==> config.mk <==
export PLATFORM = sky130hd
export DESIGN_NAME = upg_frame_loader_flat
export DESIGN_NICKNAME = d
export VERILOG_FILES = /design/src/rtl/upg_frame_loader_if.sv /design/src/rtl/upg_frame_loader.sv /design/src/flat_wrapper.sv
export SDC_FILE = /design/constraint.sdc
export NUM_CORES = 1
export LEC_CHECK = 0
export CAP_MARGIN = 5
export CORE_MARGIN = 2
export CORE_UTILIZATION = 50
export CTS_BUF_LIST = sky130_fd_sc_hd__clkbuf_4
export DETAILED_ROUTE_END_ITERATION = 7
export DONT_BUFFER_PORTS = 1
export GPL_TIMING_DRIVEN = 0
export PLACE_DENSITY = 0.64
export SLEW_MARGIN = 20
export SYNTH_ARGS = -nofsm -noshare
export SYNTH_HDL_FRONTEND = slang
export SYNTH_SLANG_ARGS = --single-unit
export TNS_END_PERCENT = 50
==> constraint.sdc <==
create_clock -name upg_clk_i -period 2.6 [get_ports upg_clk_i]
set_input_delay 0.39 -clock upg_clk_i [delete_from_list [all_inputs] [get_ports upg_clk_i]]
set_output_delay 0.39 -clock upg_clk_i [all_outputs]
set_load 0.02 [all_outputs]
==> src/rtl/upg_frame_loader_if.sv <==
// Byte-stream input and memory-programming write bus of the UPG frame loader.
// The slave modport is the loader; the master modport is the UART side and memory side.
interface upg_frame_loader_if #(
    parameter int ADDR_W = 14
) ();
    logic              rx_valid_i;
    logic [7:0]        rx_data_i;
    logic              upg_wen_o;
    logic [ADDR_W-1:0] upg_addr_o;
    logic [31:0]       upg_data_o;
    logic              upg_target_o;
    logic              upg_done_o;
    logic              err_o;
    logic              busy_o;

    modport master (
        output rx_valid_i,
        output rx_data_i,
        input  upg_wen_o,
        input  upg_addr_o,
        input  upg_data_o,
        input  upg_target_o,
        input  upg_done_o,
        input  err_o,
        input  busy_o
    );

    modport slave (
        input  rx_valid_i,
        input  rx_data_i,
        output upg_wen_o,
        output upg_addr_o,
        output upg_data_o,
        output upg_target_o,
        output upg_done_o,
        output err_o,
        output busy_o
    );
endinterface

==> src/rtl/upg_frame_loader.sv <==
// Boot-time loader: parses framed UART segments (sync, target, count, payload, XOR checksum)
// and emits one registered memory write per assembled little-endian 32-bit word.
module upg_frame_loader #(
    parameter int         ADDR_W    = 14,
    parameter logic [7:0] SYNC_BYTE = 8'hA5,
    parameter int         TIMEOUT   = 1_000_000
) (
    input logic               upg_clk_i,
    input logic               upg_rst_i,
    upg_frame_loader_if.slave bus
);
    localparam int                TCNT_W    = $clog2(TIMEOUT + 1);
    localparam logic [TCNT_W-1:0] TCNT_MAX  = TCNT_W'(TIMEOUT);
    localparam logic [16:0]       MAX_WORDS = 17'd1 << ADDR_W;
    localparam logic [ADDR_W:0]   ONE_W     = (ADDR_W + 1)'(1);

    typedef enum logic [2:0] {
        S_IDLE   = 3'd0,
        S_TARGET = 3'd1,
        S_LEN0   = 3'd2,
        S_LEN1   = 3'd3,
        S_DATA   = 3'd4,
        S_CHK    = 3'd5,
        S_DONE   = 3'd6,
        S_ERR    = 3'd7
    } state_e;

    state_e            state_q, state_d;
    logic [1:0]        lane_q, lane_d;
    logic [23:0]       word_q, word_d;
    logic [ADDR_W:0]   waddr_q, waddr_d;
    logic [ADDR_W:0]   nwords_q, nwords_d;
    logic [7:0]        csum_q, csum_d;
    logic [7:0]        len_lo_q, len_lo_d;
    logic              seg_tgt_q, seg_tgt_d;
    logic [TCNT_W-1:0] tcnt_q, tcnt_d;
    logic              wen_q, wen_d;
    logic [ADDR_W-1:0] addr_q, addr_d;
    logic [31:0]       data_q, data_d;
    logic              tgt_q, tgt_d;
    logic              done_q, done_d;
    logic              err_q, err_d;
    logic              busy_q, busy_d;

    logic              rx_valid_s;
    logic [7:0]        rx_data_s;
    logic              in_frame_s;
    logic              timeout_s;
    logic [16:0]       count_s;
    logic              len_bad_s;
    logic              last_byte_s;
    logic              last_word_s;

    assign rx_valid_s  = bus.rx_valid_i;
    assign rx_data_s   = bus.rx_data_i;
    assign in_frame_s  = (state_q == S_TARGET) || (state_q == S_LEN0) || (state_q == S_LEN1)
                      || (state_q == S_DATA)   || (state_q == S_CHK);
    // A byte in the terminal-count cycle wins over the timeout.
    assign timeout_s   = in_frame_s && !rx_valid_s && (tcnt_q == TCNT_MAX);
    assign count_s     = {1'b0, rx_data_s, len_lo_q};
    assign len_bad_s   = (count_s == 17'd0) || (count_s > MAX_WORDS);
    assign last_byte_s = (lane_q == 2'd3);
    assign last_word_s = (waddr_q == (nwords_q - ONE_W));

    // State register.
    always_ff @(posedge upg_clk_i) begin
        if (upg_rst_i) begin
            state_q <= S_IDLE;
        end else begin
            state_q <= state_d;
        end
    end

    // Next-state logic.
    always_comb begin
        state_d = state_q;
        if (timeout_s) begin
            state_d = S_ERR;
        end else if (rx_valid_s) begin
            case (state_q)
                S_IDLE:   state_d = (rx_data_s == SYNC_BYTE) ? S_TARGET : S_IDLE;
                S_TARGET: begin
                    if ((rx_data_s == 8'h00) || (rx_data_s == 8'h01)) begin
                        state_d = S_LEN0;
                    end else if (rx_data_s == 8'hFF) begin
                        state_d = S_DONE;
                    end else begin
                        state_d = S_ERR;
                    end
                end
                S_LEN0:   state_d = S_LEN1;
                S_LEN1:   state_d = len_bad_s ? S_ERR : S_DATA;
                S_DATA:   state_d = (last_byte_s && last_word_s) ? S_CHK : S_DATA;
                S_CHK:    state_d = (rx_data_s == csum_q) ? S_IDLE : S_ERR;
                S_DONE:   state_d = S_DONE;
                S_ERR:    state_d = S_ERR;
                default:  state_d = S_ERR;
            endcase
        end else begin
            state_d = state_q;
        end
    end

    // Datapath and output next values.
    always_comb begin
        lane_d    = lane_q;
        word_d    = word_q;
        waddr_d   = waddr_q;
        nwords_d  = nwords_q;
        csum_d    = csum_q;
        len_lo_d  = len_lo_q;
        seg_tgt_d = seg_tgt_q;
        wen_d     = 1'b0;
        addr_d    = addr_q;
        data_d    = data_q;
        tgt_d     = tgt_q;
        tcnt_d    = (in_frame_s && !rx_valid_s) ? (tcnt_q + TCNT_W'(1)) : '0;
        done_d    = (state_d == S_DONE);
        err_d     = (state_d == S_ERR);
        busy_d    = (state_d == S_TARGET) || (state_d == S_LEN0) || (state_d == S_LEN1)
                 || (state_d == S_DATA)   || (state_d == S_CHK);
        if (rx_valid_s) begin
            case (state_q)
                S_IDLE: begin
                    lane_d = 2'd0;
                    csum_d = 8'h00;
                end
                S_TARGET: seg_tgt_d = rx_data_s[0];
                S_LEN0:   len_lo_d  = rx_data_s;
                S_LEN1: begin
                    nwords_d = count_s[ADDR_W:0];
                    waddr_d  = '0;
                    lane_d   = 2'd0;
                    csum_d   = 8'h00;
                end
                S_DATA: begin
                    csum_d = csum_q ^ rx_data_s;
                    lane_d = lane_q + 2'd1;
                    case (lane_q)
                        2'd0:    word_d[7:0]   = rx_data_s;
                        2'd1:    word_d[15:8]  = rx_data_s;
                        2'd2:    word_d[23:16] = rx_data_s;
                        default: begin
                            wen_d   = 1'b1;
                            data_d  = {rx_data_s, word_q};
                            addr_d  = waddr_q[ADDR_W-1:0];
                            tgt_d   = seg_tgt_q;
                            waddr_d = waddr_q + ONE_W;
                        end
                    endcase
                end
                default: lane_d = lane_q;
            endcase
        end else begin
            lane_d = lane_q;
        end
    end

    // Datapath and output registers.
    always_ff @(posedge upg_clk_i) begin
        if (upg_rst_i) begin
            lane_q    <= 2'd0;
            word_q    <= 24'd0;
            waddr_q   <= '0;
            nwords_q  <= '0;
            csum_q    <= 8'h00;
            len_lo_q  <= 8'h00;
            seg_tgt_q <= 1'b0;
            tcnt_q    <= '0;
            wen_q     <= 1'b0;
            addr_q    <= '0;
            data_q    <= 32'd0;
            tgt_q     <= 1'b0;
            done_q    <= 1'b0;
            err_q     <= 1'b0;
            busy_q    <= 1'b0;
        end else begin
            lane_q    <= lane_d;
            word_q    <= word_d;
            waddr_q   <= waddr_d;
            nwords_q  <= nwords_d;
            csum_q    <= csum_d;
            len_lo_q  <= len_lo_d;
            seg_tgt_q <= seg_tgt_d;
            tcnt_q    <= tcnt_d;
            wen_q     <= wen_d;
            addr_q    <= addr_d;
            data_q    <= data_d;
            tgt_q     <= tgt_d;
            done_q    <= done_d;
            err_q     <= err_d;
            busy_q    <= busy_d;
        end
    end

    assign bus.upg_wen_o    = wen_q;
    assign bus.upg_addr_o   = addr_q;
    assign bus.upg_data_o   = data_q;
    assign bus.upg_target_o = tgt_q;
    assign bus.upg_done_o   = done_q;
    assign bus.err_o        = err_q;
    assign bus.busy_o       = busy_q;
endmodule

==> src/flat_wrapper.sv <==
// flat-port wrapper written by rule: the top's interface ports become plain ports
module upg_frame_loader_flat 
#(
    parameter int         ADDR_W    = 14,
    parameter logic [7:0] SYNC_BYTE = 8'hA5,
    parameter int         TIMEOUT   = 1_000_000
)
  (upg_clk_i, upg_rst_i, bus_rx_valid_i, bus_rx_data_i, bus_upg_wen_o, bus_upg_addr_o, bus_upg_data_o, bus_upg_target_o, bus_upg_done_o, bus_err_o, bus_busy_o);
  upg_frame_loader_if #(.ADDR_W(ADDR_W)) bus_i ();
  input logic upg_clk_i;
  input logic upg_rst_i;
  input wire logic [$bits(bus_i.rx_valid_i)-1:0] bus_rx_valid_i;
  input wire logic [$bits(bus_i.rx_data_i)-1:0] bus_rx_data_i;
  output wire logic [$bits(bus_i.upg_wen_o)-1:0] bus_upg_wen_o;
  output wire logic [$bits(bus_i.upg_addr_o)-1:0] bus_upg_addr_o;
  output wire logic [$bits(bus_i.upg_data_o)-1:0] bus_upg_data_o;
  output wire logic [$bits(bus_i.upg_target_o)-1:0] bus_upg_target_o;
  output wire logic [$bits(bus_i.upg_done_o)-1:0] bus_upg_done_o;
  output wire logic [$bits(bus_i.err_o)-1:0] bus_err_o;
  output wire logic [$bits(bus_i.busy_o)-1:0] bus_busy_o;
  assign bus_i.rx_valid_i = bus_rx_valid_i;
  assign bus_i.rx_data_i = bus_rx_data_i;
  assign bus_upg_wen_o = bus_i.upg_wen_o;
  assign bus_upg_addr_o = bus_i.upg_addr_o;
  assign bus_upg_data_o = bus_i.upg_data_o;
  assign bus_upg_target_o = bus_i.upg_target_o;
  assign bus_upg_done_o = bus_i.upg_done_o;
  assign bus_err_o = bus_i.err_o;
  assign bus_busy_o = bus_i.busy_o;
  upg_frame_loader #(.ADDR_W(ADDR_W), .SYNC_BYTE(SYNC_BYTE), .TIMEOUT(TIMEOUT)) u_core (.upg_clk_i(upg_clk_i), .upg_rst_i(upg_rst_i), .bus(bus_i));
endmodule
==> results.ini <==
[logic_synthesis]
synth_top_area_cell=dfxtp_1
netlist_instances=816
synth_top_area_share=0.457
synth_compound_area_frac=0.135
ys_top_cells_by_area=dfxtp_1 (46%), nand2_1 (11%), a21oi_1 (8.9%)
ys_ff_latch=147
yosysWarningCount=0
synth_mux_area_frac=0.00661
synth-simple-area-share=0.267
synth.top_cells.by_count=nand2_1 (194), dfxtp_1 (147), a21oi_1 (115)
synth_top_flop_cell=dfxtp_1
synth-seq-area-share=0.457
yosys.cell_count.top_type=nand2_1
async_reset_ff_frac=0
syn-cell-area_um2=6440
syn_area_per_cell_um2=7.89
synth_fa_ha_area_frac=0.0175
synth_nets=836
synth_top_family_by_area=simple AND/OR/NAND/NOR gates
synth-xor-area-share=0.0735
synth-edff-count=0
ys_types=51

[sta]
rsz0062_at_grt=false
finClkSkew_ps=17.5
slew_violations=0
period_minus_slack_ps=2470
max_slew.worst_pin.slew_ps=850
relSlewSlack=0.426
min_period_over_period=0.949
layout_setup_ws_ps=133
setup_violations=0
finalHoldViolCount=0
maxClockFrequency_ghz=0.405

[cells_and_area]
ff_latch_area_um2=2940
insertedDiodeCount=0
fillers=1257
multi_input_area_um2=3260
nets=856
final_layout_size_suffix_gt1_frac=0.0543
area_delta_synth_final_pct=8.14

[critical_path]
critPathRequiredTime_ps=3050
crit_path_start_kind=flip-flop
cp.arrival_ps=2920
crit_type=flip-flop to flip-flop
worstPathMaxFanout=10
worstSetupEndpointType=flip-flop

[placement]
dp.final_hpwl_mm=11.4
port_buffers=0
place_ws_ps=-111
place_congestion=0.815

[run_status]
status=completed

[cts]
cts_sinks=147
postCtsHoldBufs=0
clock_path_buffers=2
cts_made_buffers=17
cts.clk_slew.worst_paths_ps=120
worstSkewPairLatency_ps=560
htreeDepth=4
cts_tree=yes
cts_root_buf=clkbuf_4

[die]
core_um2=12600
pin_count=62
dieArea_um2=13800
start_util=0.510
rows=41
die_w_um=117
fp.dieH_um=117

[detailed_routing]
via_per_inst=5.49
ant_nets=0
drtIter0Drc=449
first_pass_iters=5
drc_errors=0
drt-total-wl_mm=16.0
num_vias=5593
avgRoutedWirePerCell_um=15.7

[power]
p_total_uw=3730
leakagePower_uw=0.00232
powerDensity_nw_per_um2=536
peakVddDrop_uv=512

[global_routing]
overflow=0
grt_pass1_vias=5291
grt_pass1_wl_mm=26.1
antenna_found_initial=0
grt_max_degree=17
track_usage=0.235

[worst_hold_path]
holdCritPathClass=input port to flip-flop

[run]
cap_viol_max_count=0

[worst max-delay path, stage by stage (launching register included)]
cell and delay, ps:
dfxtp_1 310, buf_2 180, inv_1 80, ha_2 240
nand2_1 80, xnor2_1 130, or4_1 570, nor4_2 320
a41oi_2 240, nor2b_1 190
[placed cells by master, fill, tap and decap left out, drive strengths merged, types with 4 or more instances in the layout]
cell	Yosys	final
nor2b	4	4
nor4	9	9
buf	10	12
nor3	5	5
nand3	38	38
o21ai	15	15
inv	13	15
nand2	194	194
and3	9	9
nor4b	4	4
o211ai	4	4
ha	9	9
or3	9	9
nand3b	10	10
a21oi	115	115
clkbuf	48	66
xnor2	18	18
xor2	36	36
or4	5	5
clkinv	0	5
and2	4	4
nand4	13	13
dfxtp	147	147
nor2	59	59
[layer usage]
metal	vias to the layer above	global-route usage	routed length, um
met5	-	0	0
met4	0	0.0685	208
met3	17	0.0819	1110
met2	128	0.365	7320
met1	2652	0.308	7370
li1	2796	-	-
[cell families after synthesis]
family,Yosys count
DFF,147
and+or+nand+nor,374
adders and majority gates,9
buffers and inverters,71
xor gates and xnor gates,54
muxes,4
AOI/OAI and AO/OA,157
[registers in the layout (all words and copies together) (netlist names)]
signal                   flops
u_core.bus.upg_addr_o       14
u_core.state_q               3
u_core.word_q               24
u_core.bus.busy_o            1
u_core.seg_tgt_q             1
u_core.bus.err_o             1
u_core.bus.upg_target_o      1
u_core.len_lo_q              8
u_core.nwords_q             15
u_core.bus.upg_done_o        1
u_core.bus.upg_data_o       32
u_core.tcnt_q               20
u_core.bus.upg_wen_o         1
u_core.waddr_q              15
u_core.csum_q                8
u_core.lane_q                2
[per-stage QoR]
stage | hold slack, ps | utilization | setup TNS (ps) | cell area [um2] | cells
2_1_floorplan | 425 | - | 0 | 6440 | 816
3_3_place_gp | 437 | 0.527 | -336 | 6650 | 988
3_5_place_dp | 444 | 0.527 | -356 | 6650 | 988
4_1_cts | 54.2 | 0.548 | 0 | 6920 | 1018
5_1_grt | 25.7 | 0.552 | 0 | 6960 | 1019
6_report | 76.4 | 0.552 | 0 | 6960 | 1019
[layout make-up]
cell class,count,area share
buffer,57,0.0320
clock buffer,19,0.0205
clock inverter,11,0.0162
inverter,13,0.00701
multi-input combinational,598,0.469
sequential,147,0.423
tap,172,0.0309
timing repair buffer,2,0.00216
[power breakdown]
part | switching (uW) | leakage (uW) | internal (uW) | total [uW]
Sequential | 2.14 | 0.00118 | 2250 | 2260
Clock | 796 | 0.000135 | 572 | 1370
Combinational | 88.5 | 0.000998 | 21.6 | 110
Total | 886 | 0.00232 | 2850 | 3730
[repair_timing]
action / 4_1_cts / 5_1_grt
cloned: 0 / 0
buffers inserted: 1 / 1
resized for setup: 1 / 7
endpoints found under the setup margin: 1 / 6
pin swaps: 1 / 1
[final timing paths]
path / start / slack [ps] / end / depth (start not counted)
hold / removal: upg_rst_i / 80 / u_core.bus.busy_o / 2
setup reg to reg: u_core.nwords_q[0] / 130 / u_core.bus.upg_done_o / 9
setup / recovery: u_core.nwords_q[0] / 130 / u_core.bus.upg_done_o / 9
hold reg to reg: u_core.tcnt_q[0] / 460 / u_core.tcnt_q[0] / 1
Note: power is estimated with default switching activity, not from simulation.
